--- src/rtl/octo_frame_scanner.sv ---
`default_nettype none
// ============================================================================
// octo_frame_scanner
//   Sweeps raster coordinates into the Octopus core and turns the returning
//   pixel colour into a plot stream for the VGA adapter, one frame at a time.
// Revision: 1.0
// ============================================================================
module octo_frame_scanner #(
  parameter int         H_PIX      = 320,
  parameter int         V_PIX      = 240,
  parameter int         LATENCY    = 2,
  parameter logic [2:0] ON_COLOUR  = 3'b000,
  parameter logic [2:0] OFF_COLOUR = 3'b111
) (
  input  logic       Clock,
  input  logic       Reset,
  input  logic       Enable,
  input  logic       VGAcol,
  output logic [8:0] VGAx,
  output logic [7:0] VGAy,
  output logic [8:0] PlotX,
  output logic [7:0] PlotY,
  output logic [2:0] PlotColour,
  output logic       Plot,
  output logic       FrameDone
);

  localparam logic [8:0] X_LAST     = 9'(H_PIX - 1);
  localparam logic [7:0] Y_LAST     = 8'(V_PIX - 1);
  localparam logic [2:0] DRAIN_LAST = 3'(LATENCY - 1);

  typedef enum logic [1:0] {
    S_IDLE  = 2'd0,
    S_SCAN  = 2'd1,
    S_DRAIN = 2'd2,
    S_DONE  = 2'd3
  } state_e;

  state_e               state_q;
  logic [8:0]           x_q;
  logic [7:0]           y_q;
  logic [2:0]           drain_q;
  logic                 done_q;

  logic [LATENCY-1:0]   dl_v_q;
  logic [8:0]           dl_x_q [LATENCY];
  logic [7:0]           dl_y_q [LATENCY];

  logic [2:0]           colour_q;
  logic [2:0]           colour_d;
  logic                 pix_valid;

  // Dropping Enable aborts the frame from any state; the next run starts at (0,0).
  always_ff @(posedge Clock) begin
    if (Reset) begin
      state_q <= S_IDLE;
      x_q     <= '0;
      y_q     <= '0;
      drain_q <= '0;
      done_q  <= 1'b0;
    end else begin
      done_q <= 1'b0;
      if (!Enable) begin
        state_q <= S_IDLE;
        x_q     <= '0;
        y_q     <= '0;
        drain_q <= '0;
      end else begin
        case (state_q)
          S_IDLE: begin
            state_q <= S_SCAN;
            x_q     <= '0;
            y_q     <= '0;
          end
          S_SCAN: begin
            if (x_q == X_LAST && y_q == Y_LAST) begin
              state_q <= S_DRAIN;
              drain_q <= '0;
            end else if (x_q == X_LAST) begin
              x_q <= '0;
              y_q <= y_q + 8'd1;
            end else begin
              x_q <= x_q + 9'd1;
            end
          end
          S_DRAIN: begin
            if (drain_q == DRAIN_LAST) begin
              state_q <= S_DONE;
              x_q     <= '0;
              y_q     <= '0;
              done_q  <= 1'b1;
            end else begin
              drain_q <= drain_q + 3'd1;
            end
          end
          S_DONE: begin
            state_q <= S_SCAN;
          end
          default: begin
            state_q <= S_IDLE;
          end
        endcase
      end
    end
  end

  // Coordinates only advance behind a valid entry, so the last stage keeps
  // the most recently plotted position while bubbles pass through.
  always_ff @(posedge Clock) begin
    if (Reset) begin
      dl_v_q <= '0;
      for (int i = 0; i < LATENCY; i++) begin
        dl_x_q[i] <= '0;
        dl_y_q[i] <= '0;
      end
    end else if (!Enable) begin
      dl_v_q <= '0;
    end else begin
      dl_v_q[0] <= (state_q == S_SCAN);
      if (state_q == S_SCAN) begin
        dl_x_q[0] <= x_q;
        dl_y_q[0] <= y_q;
      end
      for (int i = 1; i < LATENCY; i++) begin
        dl_v_q[i] <= dl_v_q[i-1];
        if (dl_v_q[i-1]) begin
          dl_x_q[i] <= dl_x_q[i-1];
          dl_y_q[i] <= dl_y_q[i-1];
        end
      end
    end
  end

  assign pix_valid = dl_v_q[LATENCY-1];
  assign colour_d  = pix_valid ? (VGAcol ? ON_COLOUR : OFF_COLOUR) : colour_q;

  always_ff @(posedge Clock) begin
    if (Reset) begin
      colour_q <= '0;
    end else begin
      colour_q <= colour_d;
    end
  end

  assign VGAx       = x_q;
  assign VGAy       = y_q;
  assign PlotX      = dl_x_q[LATENCY-1];
  assign PlotY      = dl_y_q[LATENCY-1];
  assign PlotColour = colour_d;
  assign Plot       = pix_valid;
  assign FrameDone  = done_q;

endmodule
`default_nettype wire

--- config.mk ---
export PLATFORM = sky130hd
export DESIGN_NAME = octo_frame_scanner
export DESIGN_NICKNAME = d
export VERILOG_FILES = /design/src/rtl/octo_frame_scanner.sv
export SDC_FILE = /design/constraint.sdc
export NUM_CORES = 1
export LEC_CHECK = 0
export BUFFER_PORTS_ARGS = -buffer_cell sky130_fd_sc_hd__buf_2
export CELL_PAD_IN_SITES_DETAIL_PLACEMENT = 2
export CELL_PAD_IN_SITES_GLOBAL_PLACEMENT = 2
export CORE_UTILIZATION = 36
export DETAILED_ROUTE_END_ITERATION = 10
export PLACE_DENSITY_LB_ADDON = 0.1
export SKIP_LAST_GASP = 1
export SYNTH_ARGS = -nofsm -noshare
export SYNTH_HDL_FRONTEND = slang
export SYNTH_SLANG_ARGS = --single-unit
--- constraint.sdc ---
create_clock -name Clock -period 2.46 [get_ports Clock]
set_clock_uncertainty 0.2 [all_clocks]
set_input_delay 0.246 -clock Clock [delete_from_list [all_inputs] [get_ports Clock]]
set_output_delay 0.246 -clock Clock [all_outputs]
set_load 0.05 [all_outputs]
==> impl_metrics.py <==
metrics = {
    "status": {
        "status": "complete, no violations",
    },
    "power_and_ir_drop": {
        "vdd_ir_drop_max_mv": 0.231,
        "p_per_area_mw_per_mm2": 665,
        "switching_power_w": 0.000570,
        "power_frac_clock_pct": 42.1,
        "p_seq_share_pct": 50.6,
        "share_comb_of_total_power_pct": 7.3,
        "leakagePower_nw": 1.35,
        "netSwitchingFraction_pct": 25.5,
        "p_int_w": 0.00166,
    },
    "yosys": {
        "yosysTopAreaCell": "edfxtp_1",
        "synthAdderAreaFrac_pct": 3.45,
        "synth-xor-area-share_pct": 0,
        "synth_top_family_by_area": "simple AND/OR/NAND/NOR gates",
        "synth_area_mm2": 0.00290,
        "ys_seq_area_share_pct": 54.5,
        "syn_inst": 271,
        "synth_cell_types": 45,
        "yosys.area_share.simple_pct": 23.5,
        "synth_edf_count": 34,
        "synth_nets": 283,
        "syn_area_per_cell_um2": 10.7,
        "synth_seq_cells": 62,
        "synth-compound-area-share_pct": 11.0,
        "synth_top_cell_area_share_pct": 35.2,
        "ys_warn_count": 0,
        "synth_ff_type": "edfxtp_1",
        "ys_top_cells_by_area": "edfxtp_1 (35%), dfxtp_1 (19%), and2_1 (7.3%)",
        "postSynth.asyncResetShare_pct": 0,
        "synthTopCellsByCount": "and2_1 (34), edfxtp_1 (34), dfxtp_1 (28), nand2_1 (24), buf_4 (18)",
        "synth_mux_area_share_pct": 0.345,
    },
    "clocking": {
        "numClockSinks": 62,
        "tritoncts": "built",
        "cts_buffers": 9,
        "cts_max_level": 3,
        "clockBufferDepth": 2,
        "clock_latency_ns": 0.35,
        "clockRootBuffer": "clkbuf_8",
        "cts_setup_buffers": 0,
        "clk_pin_slew_worst_paths_ns": 0.08,
    },
    "timing": {
        "hold_viol_final": 0,
        "rsz0062_at_grt": "false",
        "finalSetupViolCount": 0,
        "fin_crit_sh_pct": 93.9,
        "finalCriticalPeriod_ns": 2.31,
        "slew_headroom_pct": 66.6,
        "fmax_mhz": 433,
        "drv_slew": 0,
        "final.setup.tns_ns": 0,
        "worst_pin_slew_ns": 0.497,
        "setup_slack_ns": 0.149,
    },
    "layout": {
        "nets": 319,
        "drive_gt1_share_pct": 26.9,
        "syn2layout_area_growth_pct": 15.7,
        "diodes": 0,
    },
    "drt": {
        "first_pass_iters": 4,
        "via_per_inst": 5.00,
        "routed_wl_um": 6870,
        "first_iter_violations": 63,
        "vias": 2071,
        "drc": 0,
        "wire_per_inst_um": 16.6,
        "antenna_left": 0,
    },
    "floorplan": {
        "ios": 43,
        "die_h_um": 91.8,
        "start_util_pct": 37.3,
        "die_w_um": 91.8,
        "std_cell_rows": 32,
        "core_mm2": 0.00777,
        "dieArea_mm2": 0.00842,
    },
    "critical_path": {
        "crit_fanout": 7,
        "reg2reg_from": "VGAy[1]",
        "startpoint_type": "input pin",
        "cp-startpoint": "Reset",
        "rr_worst_depth": 6,
        "cp.required_ns": 2.54,
        "arrival_ns": 2.39,
        "crit_type": "input pin to register",
        "r2r-end": "drain_q[2]",
        "rrSetupSlack_ns": 0.20,
        "cp-end-kind": "register",
    },
    "min_path": {
        "worstHoldStart": "VGAcol",
        "hold_path_depth": 4,
        "worstHoldEndpoint": "colour_q[0]",
        "hold_path_class": "input pin to register",
    },
    "global_routing": {
        "grt_pass1_wl_um": 11500,
        "antenna_found_initial": 0,
        "grt_pass1_vias": 2198,
        "grt_usage_pct": 18.2,
        "grt_overflow_total": 0,
        "grt_max_degree": 35,
    },
    "placement": {
        "dp_hpwl_um": 5000,
        "pre_cts_ws_ns": 0.222,
        "gp_congestion": 0.752,
        "portBuffers": 42,
    },
    "flow_run": {
        "maxCapViolCount": 0,
    },
}
## repair_timing
action	CTS	global route
hold buffers	1	0
endpoints found under the hold margin	3	0
gates resized for setup	0	0
## through the flow
step                hold slack (ns)  cell area, um2  total power, W  instances  util [%]
floorplan                     0.118            2900         0.00129        271         -
global placement              0.267            3140         0.00131        397      40.4
detailed placement            0.291            3140         0.00132        397      40.4
CTS                           0.168            3350         0.00226        414      43.2
global route                  0.224            3350         0.00232        414      43.2
finish                        0.171            3350         0.00223        414      43.2
## worst max-delay path by stage
stage | endpoint | slack, ns | cells after the start
2_1_floorplan | drain_q[2] | 0.06 | 6
3_3_place_gp | drain_q[2] | 0.30 | 6
3_5_place_dp | drain_q[2] | 0.22 | 6
4_1_cts | VGAy[6] | 0.16 | 7
5_1_grt | drain_q[0] | 0.02 | 6
6_report | VGAy[6] | 0.15 | 7
## power groups by stage
stage	sequential, W	combinational, W	clock, W
2_1_floorplan	0.00115	0.000135	0
3_3_place_gp	0.00115	0.000162	0
3_5_place_dp	0.00115	0.000164	0
4_1_cts	0.00113	0.000166	0.000963
5_1_grt	0.00113	0.000178	0.00101
6_report	0.00113	0.000164	0.000940
## cell usage in the layout (no fill, tap or decap), drive strengths merged, types with 9 or more instances in the layout
cell type	n
and2	35
nand2	25
edfxtp	34
o21ai	16
buf	51
a21oi	9
or3	11
inv	11
clkbuf	10
dfxtp	28
## state kept, by name, indices dropped and copies added (netlist names)
name,count
VGAx,9
dl_v_q,2
colour_q,3
state_q,2
dl_y_q,16
drain_q,3
dl_x_q,18
FrameDone,1
VGAy,8
## kinds of logic (layout without fill, tap and decap cells)
family	Yosys count	after routing
mux	1	1
fa+ha+maj	8	8
compound gates	50	50
flops	62	62
simple gates	113	113
buf+inv	37	78
## routing by layer
layer	track usage, %	wire (um)	share of wire, %
met5	0	0	0
met4	7.42	96	1.4
met3	3.73	152	2.2
met2	31.6	3560	52
met1	21.8	3050	44
## worst max-delay path: stages
cell and delay (ns):
dlygate4sd3_1 0.53, buf_2 0.16, nor2b_1 0.23, nand2_2 0.16, or4_4 0.59, or3_1 0.38, o21ai_1 0.09
## area by class of cell
class                   instances  area, um2
flip-flops and latches         62       1580
multi-input cells             172       1110
well taps                     102        128
repair buffers                 52        288
fillers                       840       4410
inverters                      10       37.5
clock buffers                  10        138
clock inverters                 6       70.1
Note: power is estimated with default switching activity, not from simulation.
